[config.mk]
export PLATFORM = sky130hd
export DESIGN_NAME = lot_digit_entry_flat
export DESIGN_NICKNAME = d
export VERILOG_FILES = /design/src/rtl/lot_pkg.sv /design/src/rtl/lot_digit_entry_if.sv /design/src/rtl/lot_debounce.sv /design/src/rtl/lot_digit_entry.sv /design/src/flat_wrapper.sv
export SDC_FILE = /design/constraint.sdc
export NUM_CORES = 1
export LEC_CHECK = 0
export BUFFER_PORTS_ARGS = -buffer_cell sky130_fd_sc_hd__buf_4
export CORE_UTILIZATION = 60
export CTS_BUF_LIST = sky130_fd_sc_hd__clkbuf_2
export CTS_CLUSTER_SIZE = 14
export DETAILED_ROUTE_END_ITERATION = 16
export PLACE_DENSITY = 0.88
export SLEW_MARGIN = 25
export SYNTH_ARGS = -nofsm -noshare
export SYNTH_HDL_FRONTEND = slang
export SYNTH_SLANG_ARGS = --single-unit
export TNS_END_PERCENT = 1
[constraint.sdc]
create_clock -name clk -period 6.2 [get_ports clk]
set_input_delay 1.55 -clock clk [delete_from_list [all_inputs] [get_ports clk]]
set_output_delay 1.55 -clock clk [all_outputs]
set_load 0.02 [all_outputs]
[src/rtl/lot_pkg.sv]
// Shared types and constants for the lottery entry front-end.
// Optional echo shift register is enabled by LOT_ENTRY_ECHO_EN.
package lot_pkg;

  localparam int DIGIT_W = 4;
  localparam int ECHO_W = 20;
  localparam int N_DIGITS_DEF = 5;
  localparam logic [DIGIT_W-1:0] DIGIT_MAX = 4'd9;

  typedef enum logic [1:0] {
    COLLECT,
    FINISH,
    DONE,
    NEWG
  } state_t;

endpackage

[src/rtl/lot_digit_entry_if.sv]
// Strobe/status bundle from the entry stage to the checker and display.
// Master drives, slave observes.
interface lot_digit_entry_if;
  import lot_pkg::*;

  logic [DIGIT_W-1:0] num;
  logic               insere;
  logic               fim;
  logic               fim_jogo;
  logic [2:0]         digit_idx;
  logic               err;
  logic               done;
  logic [ECHO_W-1:0]  echo;

  modport master (
    output num, insere, fim, fim_jogo,
    output digit_idx, err, done, echo
  );

  modport slave (
    input num, insere, fim, fim_jogo,
    input digit_idx, err, done, echo
  );

endinterface

[src/rtl/lot_debounce.sv]
// Button conditioner: 2-FF sync, saturating debounce counter,
// registered rising-edge pulse.
module lot_debounce #(
  parameter int DEB_CYCLES = 250000
) (
  input  logic clk,
  input  logic reset,
  input  logic raw,
  output logic level,
  output logic rise
);

  localparam int CW = $clog2(DEB_CYCLES + 1);
  localparam logic [CW-1:0] CMAX = CW'(DEB_CYCLES - 1);

  logic          s1_q, s2_q;
  logic          level_q, level_d;
  logic          rise_q, rise_d;
  logic [CW-1:0] cnt_q, cnt_d;

  // cnt_q counts consecutive samples that disagree with level_q
  always_comb begin
    cnt_d   = cnt_q;
    level_d = level_q;
    rise_d  = 1'b0;
    if (s2_q == level_q) begin
      cnt_d = '0;
    end else if (cnt_q >= CMAX) begin
      level_d = s2_q;
      rise_d  = s2_q;
      cnt_d   = '0;
    end else begin
      cnt_d = cnt_q + CW'(1);
    end
  end

  always_ff @(posedge clk or posedge reset) begin
    if (reset) begin
      s1_q    <= 1'b0;
      s2_q    <= 1'b0;
      level_q <= 1'b0;
      rise_q  <= 1'b0;
      cnt_q   <= '0;
    end else begin
      s1_q    <= raw;
      s2_q    <= s1_q;
      level_q <= level_d;
      rise_q  <= rise_d;
      cnt_q   <= cnt_d;
    end
  end

  assign level = level_q;
  assign rise  = rise_q;

endmodule

[src/rtl/lot_digit_entry.sv]
// Digit entry stage: buttons/switches -> checker strobe protocol.
// Define LOT_ENTRY_ECHO_EN to build the ticket echo register.
module lot_digit_entry
  import lot_pkg::*;
#(
  parameter int DEB_CYCLES = 250000,
  parameter int N_DIGITS   = N_DIGITS_DEF
) (
  input  logic               clk,
  input  logic               reset,
  input  logic [DIGIT_W-1:0] sw,
  input  logic               btn_enter,
  input  logic               btn_new,
  lot_digit_entry_if.master  eif
);

  logic [DIGIT_W-1:0] sw_s1_q, sw_s2_q;
  logic lvl_enter, rise_enter;
  logic lvl_new, rise_new;
  logic p_enter, p_new;

  state_t state_q, state_d;
  logic [DIGIT_W-1:0] num_q, num_d;
  logic [2:0] idx_q, idx_d;
  logic insere_q, insere_d;
  logic fim_q, fim_d;
  logic fj_q, fj_d;
  logic err_q, err_d;
  logic done_q, done_d;

  lot_debounce #(.DEB_CYCLES(DEB_CYCLES)) u_deb_enter (
    .clk   (clk),
    .reset (reset),
    .raw   (btn_enter),
    .level (lvl_enter),
    .rise  (rise_enter)
  );

  lot_debounce #(.DEB_CYCLES(DEB_CYCLES)) u_deb_new (
    .clk   (clk),
    .reset (reset),
    .raw   (btn_new),
    .level (lvl_new),
    .rise  (rise_new)
  );

  assign p_enter = rise_enter & lvl_enter;
  assign p_new   = rise_new & lvl_new;

  // p_new is tested first so a simultaneous enter is dropped
  always_comb begin
    state_d  = state_q;
    num_d    = num_q;
    idx_d    = idx_q;
    done_d   = done_q;
    insere_d = 1'b0;
    fim_d    = 1'b0;
    fj_d     = 1'b0;
    err_d    = 1'b0;
    unique case (state_q)
      COLLECT: begin
        if (p_new) begin
          state_d = NEWG;
        end else if (p_enter) begin
          if (sw_s2_q <= DIGIT_MAX) begin
            num_d    = sw_s2_q;
            insere_d = 1'b1;
            idx_d    = idx_q + 3'd1;
            if (idx_q == 3'(N_DIGITS - 1))
              state_d = FINISH;
          end else begin
            err_d = 1'b1;
          end
        end
      end
      FINISH: begin
        fim_d   = 1'b1;
        done_d  = 1'b1;
        state_d = DONE;
      end
      DONE: begin
        if (p_new)
          state_d = NEWG;
      end
      NEWG: begin
        fj_d    = 1'b1;
        idx_d   = 3'd0;
        done_d  = 1'b0;
        state_d = COLLECT;
      end
      default: state_d = COLLECT;
    endcase
  end

  always_ff @(posedge clk or posedge reset) begin
    if (reset) begin
      sw_s1_q  <= '0;
      sw_s2_q  <= '0;
      state_q  <= COLLECT;
      num_q    <= '0;
      idx_q    <= 3'd0;
      insere_q <= 1'b0;
      fim_q    <= 1'b0;
      fj_q     <= 1'b0;
      err_q    <= 1'b0;
      done_q   <= 1'b0;
    end else begin
      sw_s1_q  <= sw;
      sw_s2_q  <= sw_s1_q;
      state_q  <= state_d;
      num_q    <= num_d;
      idx_q    <= idx_d;
      insere_q <= insere_d;
      fim_q    <= fim_d;
      fj_q     <= fj_d;
      err_q    <= err_d;
      done_q   <= done_d;
    end
  end

`ifdef LOT_ENTRY_ECHO_EN
  logic [ECHO_W-1:0] echo_q;

  always_ff @(posedge clk or posedge reset) begin
    if (reset)
      echo_q <= '0;
    else if (state_q == NEWG)
      echo_q <= '0;
    else if (insere_d)
      echo_q <= {echo_q[ECHO_W-DIGIT_W-1:0], num_d};
  end

  assign eif.echo = echo_q;
`else
  assign eif.echo = '0;
`endif

  assign eif.num       = num_q;
  assign eif.insere    = insere_q;
  assign eif.fim       = fim_q;
  assign eif.fim_jogo  = fj_q;
  assign eif.digit_idx = idx_q;
  assign eif.err       = err_q;
  assign eif.done      = done_q;

endmodule

[src/flat_wrapper.sv]
// flat-port wrapper written by rule: the top's interface ports become plain ports
module lot_digit_entry_flat import lot_pkg::*;
#(
  parameter int DEB_CYCLES = 250000,
  parameter int N_DIGITS   = N_DIGITS_DEF
)
  (clk, reset, sw, btn_enter, btn_new, eif_num, eif_insere, eif_fim, eif_fim_jogo, eif_digit_idx, eif_err, eif_done, eif_echo);
  lot_digit_entry_if eif_i ();
  input  logic clk;
  input  logic reset;
  input  logic [DIGIT_W-1:0] sw;
  input  logic btn_enter;
  input  logic btn_new;
  output wire logic [$bits(eif_i.num)-1:0] eif_num;
  output wire logic [$bits(eif_i.insere)-1:0] eif_insere;
  output wire logic [$bits(eif_i.fim)-1:0] eif_fim;
  output wire logic [$bits(eif_i.fim_jogo)-1:0] eif_fim_jogo;
  output wire logic [$bits(eif_i.digit_idx)-1:0] eif_digit_idx;
  output wire logic [$bits(eif_i.err)-1:0] eif_err;
  output wire logic [$bits(eif_i.done)-1:0] eif_done;
  output wire logic [$bits(eif_i.echo)-1:0] eif_echo;
  assign eif_num = eif_i.num;
  assign eif_insere = eif_i.insere;
  assign eif_fim = eif_i.fim;
  assign eif_fim_jogo = eif_i.fim_jogo;
  assign eif_digit_idx = eif_i.digit_idx;
  assign eif_err = eif_i.err;
  assign eif_done = eif_i.done;
  assign eif_echo = eif_i.echo;
  lot_digit_entry #(.DEB_CYCLES(DEB_CYCLES), .N_DIGITS(N_DIGITS)) u_core (.clk(clk), .reset(reset), .sw(sw), .btn_enter(btn_enter), .btn_new(btn_new), .eif(eif_i));
endmodule
Yosys cells after proc, flatten, opt, wreduce, memory -nomap -nowiden --
Cells that the tools add are included.
Storage, ports and cells: word-level logic and storage cells 81, bits of input ports 8, flip-flop bits (word level) 66, output and inout bits 32
Cells by class: reduce and logical (&&, ||, !) cells 8, $lt $le $gt $ge 3, $add $sub $neg 3, muxes and demuxes 29, bitwise gates (word level) 5, equality and inequality tests 13
Operator list (number):
- $mux W18 | 4
- $add A18 B1 Y18 const B | 2
- $ge A18 B18 Y1 const B | 2
- $mux W1 | 14
- $reduce_and A4 Y1 | 3
- $mux W2 | 5
- $mux W3 | 3
- $ne A3 B1 Y1 const B | 3
- $pmux W2 S4 | 1
- $ne A2 B1 Y1 const B | 3
- $pmux W3 S2 | 1
- $eq A2 B2 Y1 const B | 2
- $le A4 B4 Y1 const B | 1
- $reduce_and A2 Y1 | 2
- $reduce_bool A2 Y1 | 2
- $add A3 B1 Y3 const B | 1
- $eq A3 B3 Y1 const B | 1
- $not A1 Y1 | 3
- $and A1 B1 Y1 | 2
- $eq A1 B1 Y1 | 2
- $eq A2 B1 Y1 const B | 1
- $logic_not A2 Y1 | 1
- $ne A2 B2 Y1 const B | 1
- $pmux W1 S2 | 1

Longest topological paths before layout --
word-level depth 6, mapped depth 8, mapped depth without buffers 5

Hierarchy --
Synthesis repeated with hierarchy kept, for this count alone.
Second synthesis, totals: cell total of the unflattened synthesis 301, area, all modules 3263.1 µm²
Modules (own cells, without submodules):
- lot_debounce | instances 2, cells each 105, seq. area each 550.5 µm², area each 1096.1 µm²
- lot_digit_entry | instances 1, cells each 91, seq. area each 550.5 µm², area each 1071.0 µm²

Least setup slack after synthesis --
Ideal clock, no wire load.
path kind flip-flop to output port, start register u_core.idx_q[0], in the netlist u_core.eif.digit_idx[0], end output eif_digit_idx[0], cell stages (with the launch flop) 1, arrival 0.469 ns, path buffers 0, setup slack 4.181 ns, cells stage by stage dfrtp_1
RTL lines:
- from (decl) | line lot_digit_entry.sv:24 | logic [2:0] idx_q, idx_d;
- from (signal assigned) | line lot_digit_entry.sv:112 | idx_q <= idx_d;
- to (decl) | line flat_wrapper.sv:18 | output wire logic [$bits(eif_i.digit_idx)-1:0] eif_digit_idx;
No word-level cell between the ends.

Worst setup path after layout --
start register u_core.idx_q[2], in the netlist u_core.eif.digit_idx[2], end output eif_digit_idx[2]
No word-level cell between the ends.

==> results.yml <==
status:
  status: "finished, final reports clean"
sta:
  fin_crit_sh: 0.432
  fin_skew_ns: 0.0262
  fmax_mhz: 373
  slew_headroom: 0.467
  setup-tns-final_ns: 0
  hold_viol: 0
  fin_crit_ns: 2.68
  worst_pin_slew_ns: 0.799
  slew_viol_final: 0
  rsz0062_at_grt: "no"
  setup_violations: 0
yosys:
  synth.area.mux_share: 0.0312
  syn_avg_cell_area_um2: 10.8
  yosys.area_share.xor_xnor: 0.0886
  synthMostInstantiatedCell: "dfrtp_1"
  synth-edff-count: 0
  yosysWarnings: 0
  ys_seq_area_frac: 0.522
  synth-main-ff-cell: "dfrtp_1"
  synth_top_area_share: 0.522
  syn_area_um2: 3160
  postSynthCellCount: 292
  synth-compound-area-share: 0.0502
  yosysTopAreaCell: "dfrtp_1"
  synth-simple-area-share: 0.193
  yosys_register_bits: 66
  synth_async_sr_flop_share: 1.00
  synth.distinct_cells: 41
  ys_top_cells_by_area: "dfrtp_1 52%, nor2_1 4.9%, buf_4 4.7%, xnor2_1 4.4%, xor2_1 4.4%"
  synth_top_family_by_area: "simple AND/OR/NAND/NOR gates"
  ys_top_cells_by_count: "66 x dfrtp_1, 41 x nor2_1, 20 x buf_4, 17 x nand4_1"
  synthAdderAreaFrac: 0.0356
finish:
  diodes: 0
  nets: 332
  fillers: 383
  drive_above_1_share: 0.144
  syn_to_final_growth_pct: 7.12
pwr:
  power_leakage_nw: 1.56
  powerDensity_nw_per_um2: 229
  vdd_drop_max_uv: 171
  p_total_w: 0.000775
floorplan:
  dieArea_um2: 5570
  ios: 40
  die_w_um: 74.6
  core-area_um2: 5110
  die_y_um: 74.6
  rows: 26
  initial_core_util: 0.619
placed_design:
  portBuffers: 19
  gp_congestion: 0.937
  post-dp-hpwl_um: 3730
setup_path:
  end_kind: "output port"
  worstSetupPathType: "reg2out"
  crit_arrival_ns: 1.13
  critPathMaxStageDelay_ns: 0.47
  crit_chain: "buf_4"
  critPathTopFamily: "flip-flops"
  start_kind: "flop"
  critPathMaxFanout: 5
  critPathRequiredTime_ns: 4.65
  worst-path-buf-inv: 1
  slowest_stage: "dfrtp_1"
worst_hold_path:
  hp-class: "reg2reg"
global_routing:
  grt_pass1_wl_um: 8650
  grt_max_degree: 67
  antenna_found_initial: 0
  grt_use_total: 0.211
  grt-ovfl-total: 0
  grt_pass1_vias: 1996
cts:
  cts_tree: "done"
  cts.repair.resized: 0
  clk-insertion-delay-late_ns: 0.50
  cts-hold-fix-buffers: 0
  cts_sinks: 66
  cts_max_path_buffers: 2
  clkTransAtPathRegs_ns: 0.19
  cts_root_buf: "clkbuf_2"
  post_cts_buffers: 0
  cts-buffers-inserted: 9
  ctsHtreeMaxLevel: 3
drt:
  drtPass1Iterations: 4
  antenna_left: 0
  wl_per_cell_um: 14.0
  drc: 0
  drtIter0Drc: 179
  viasPerCell: 5.51
  vias: 2147
  drt-total-wl_um: 5440
flow_run:
  drv_cap: 0
## per-layer routing
layer  wire length, µm  GRT usage
met2              2790      0.340
met5                 0          0
met1              2380      0.262
met4                33     0.0860
met3               234     0.0705
## layout by cell type, fill, tap and decap left out, types with 2 or more instances in the layout
cell         n
nand3_1     16
mux2i_1      2
nand2_1     10
ha_1         9
clkinvlp_4   3
inv_1        9
o21ai_0      2
a31oi_1      3
xnor2_1     16
nor4_1      10
nand4_1     17
dfrtp_1     66
conb_1      20
buf_4       20
and4_1       4
xor2_1      16
o211ai_1     2
nor3b_1      3
nor3_1       5
nor2_1      41
and3_1       3
a32o_1       2
o41a_1       2
clkbuf_2     9
and2_1       4
mux2_2       7
clkinv_4     2
## state kept, by name, indices dropped and copies added (netlist names)
name	flops
u_core.u_deb_new.s2_q	1
u_core.eif.insere	1
u_core.u_deb_enter.cnt_q	18
u_core.u_deb_enter.s2_q	1
u_core.u_deb_new.cnt_q	18
u_core.u_deb_new.rise	1
u_core.state_q	2
u_core.sw_s1_q	4
u_core.eif.fim	1
u_core.eif.err	1
u_core.u_deb_enter.rise	1
u_core.eif.done	1
u_core.eif.digit_idx	3
u_core.eif.num	4
u_core.u_deb_enter.s1_q	1
u_core.eif.fim_jogo	1
u_core.sw_s2_q	4
u_core.u_deb_new.s1_q	1
u_core.u_deb_new.level	1
u_core.u_deb_enter.level	1
## cell type report
type                    count  area [µm²]  area share
multi-input cells         208        1340       0.395
repair buffers             20         150      0.0443
well taps                  70        87.6      0.0258
flip-flops and latches     66        1650       0.487
clock inverters             7        78.8      0.0233
inverters                  10        37.5      0.0111
clock buffers               9        45.0      0.0133
## final timing paths
check                      cells past startpoint                            to  slack [ns]                   startpoint
max in group asynchronous                      3    u_core.u_deb_new.cnt_q[14]        4.41                        reset
min in group asynchronous                      3   u_core.u_deb_enter.cnt_q[2]        1.23                        reset
setup reg to reg                               5  u_core.u_deb_enter.cnt_q[11]        3.95  u_core.u_deb_enter.cnt_q[0]
setup / recovery                               1              eif_digit_idx[2]        3.52      u_core.eif.digit_idx[2]
hold / removal                                 0             u_core.sw_s2_q[2]        0.38            u_core.sw_s1_q[2]
hold reg to reg                                0             u_core.sw_s2_q[2]        0.38            u_core.sw_s1_q[2]
## where the power goes
part | internal [W] | switching [W] | total [W]
registers | 0.000445 | 0.0000164 | 0.000462
logic | 0.0000165 | 0.0000390 | 0.0000555
clock network | 0.0000954 | 0.000162 | 0.000258
total | 0.000557 | 0.000218 | 0.000775
## metrics by stage
| stage | area [µm²] | utilization | std cells | setup WS, ns | hold slack, ns |
|---|---|---|---|---|---|
| 6_report | 3390 | 0.663 | 390 | 3.52 | 0.380 |
| 2_1_floorplan | 3230 | - | 311 | 3.00 | 0.331 |
| 3_3_place_gp | 3260 | 0.639 | 374 | 3.85 | 0.332 |
| 4_1_cts | 3390 | 0.663 | 390 | 3.48 | 0.383 |
| 3_5_place_dp | 3260 | 0.639 | 374 | 3.82 | 0.341 |
| 5_1_grt | 3390 | 0.663 | 390 | 3.43 | 0.397 |
## cells by family (layout without fill, tap and decap cells)
logic type      after synthesis  count (layout)
flops                        66              66
buf+inv                      37              46
simple gates                119             119
xor+xnor                     32              32
fa+ha+maj                     9               9
mux                           9               9
compound gates               19              19
other cells                   1              20
Power figures use the tool's default switching activity.
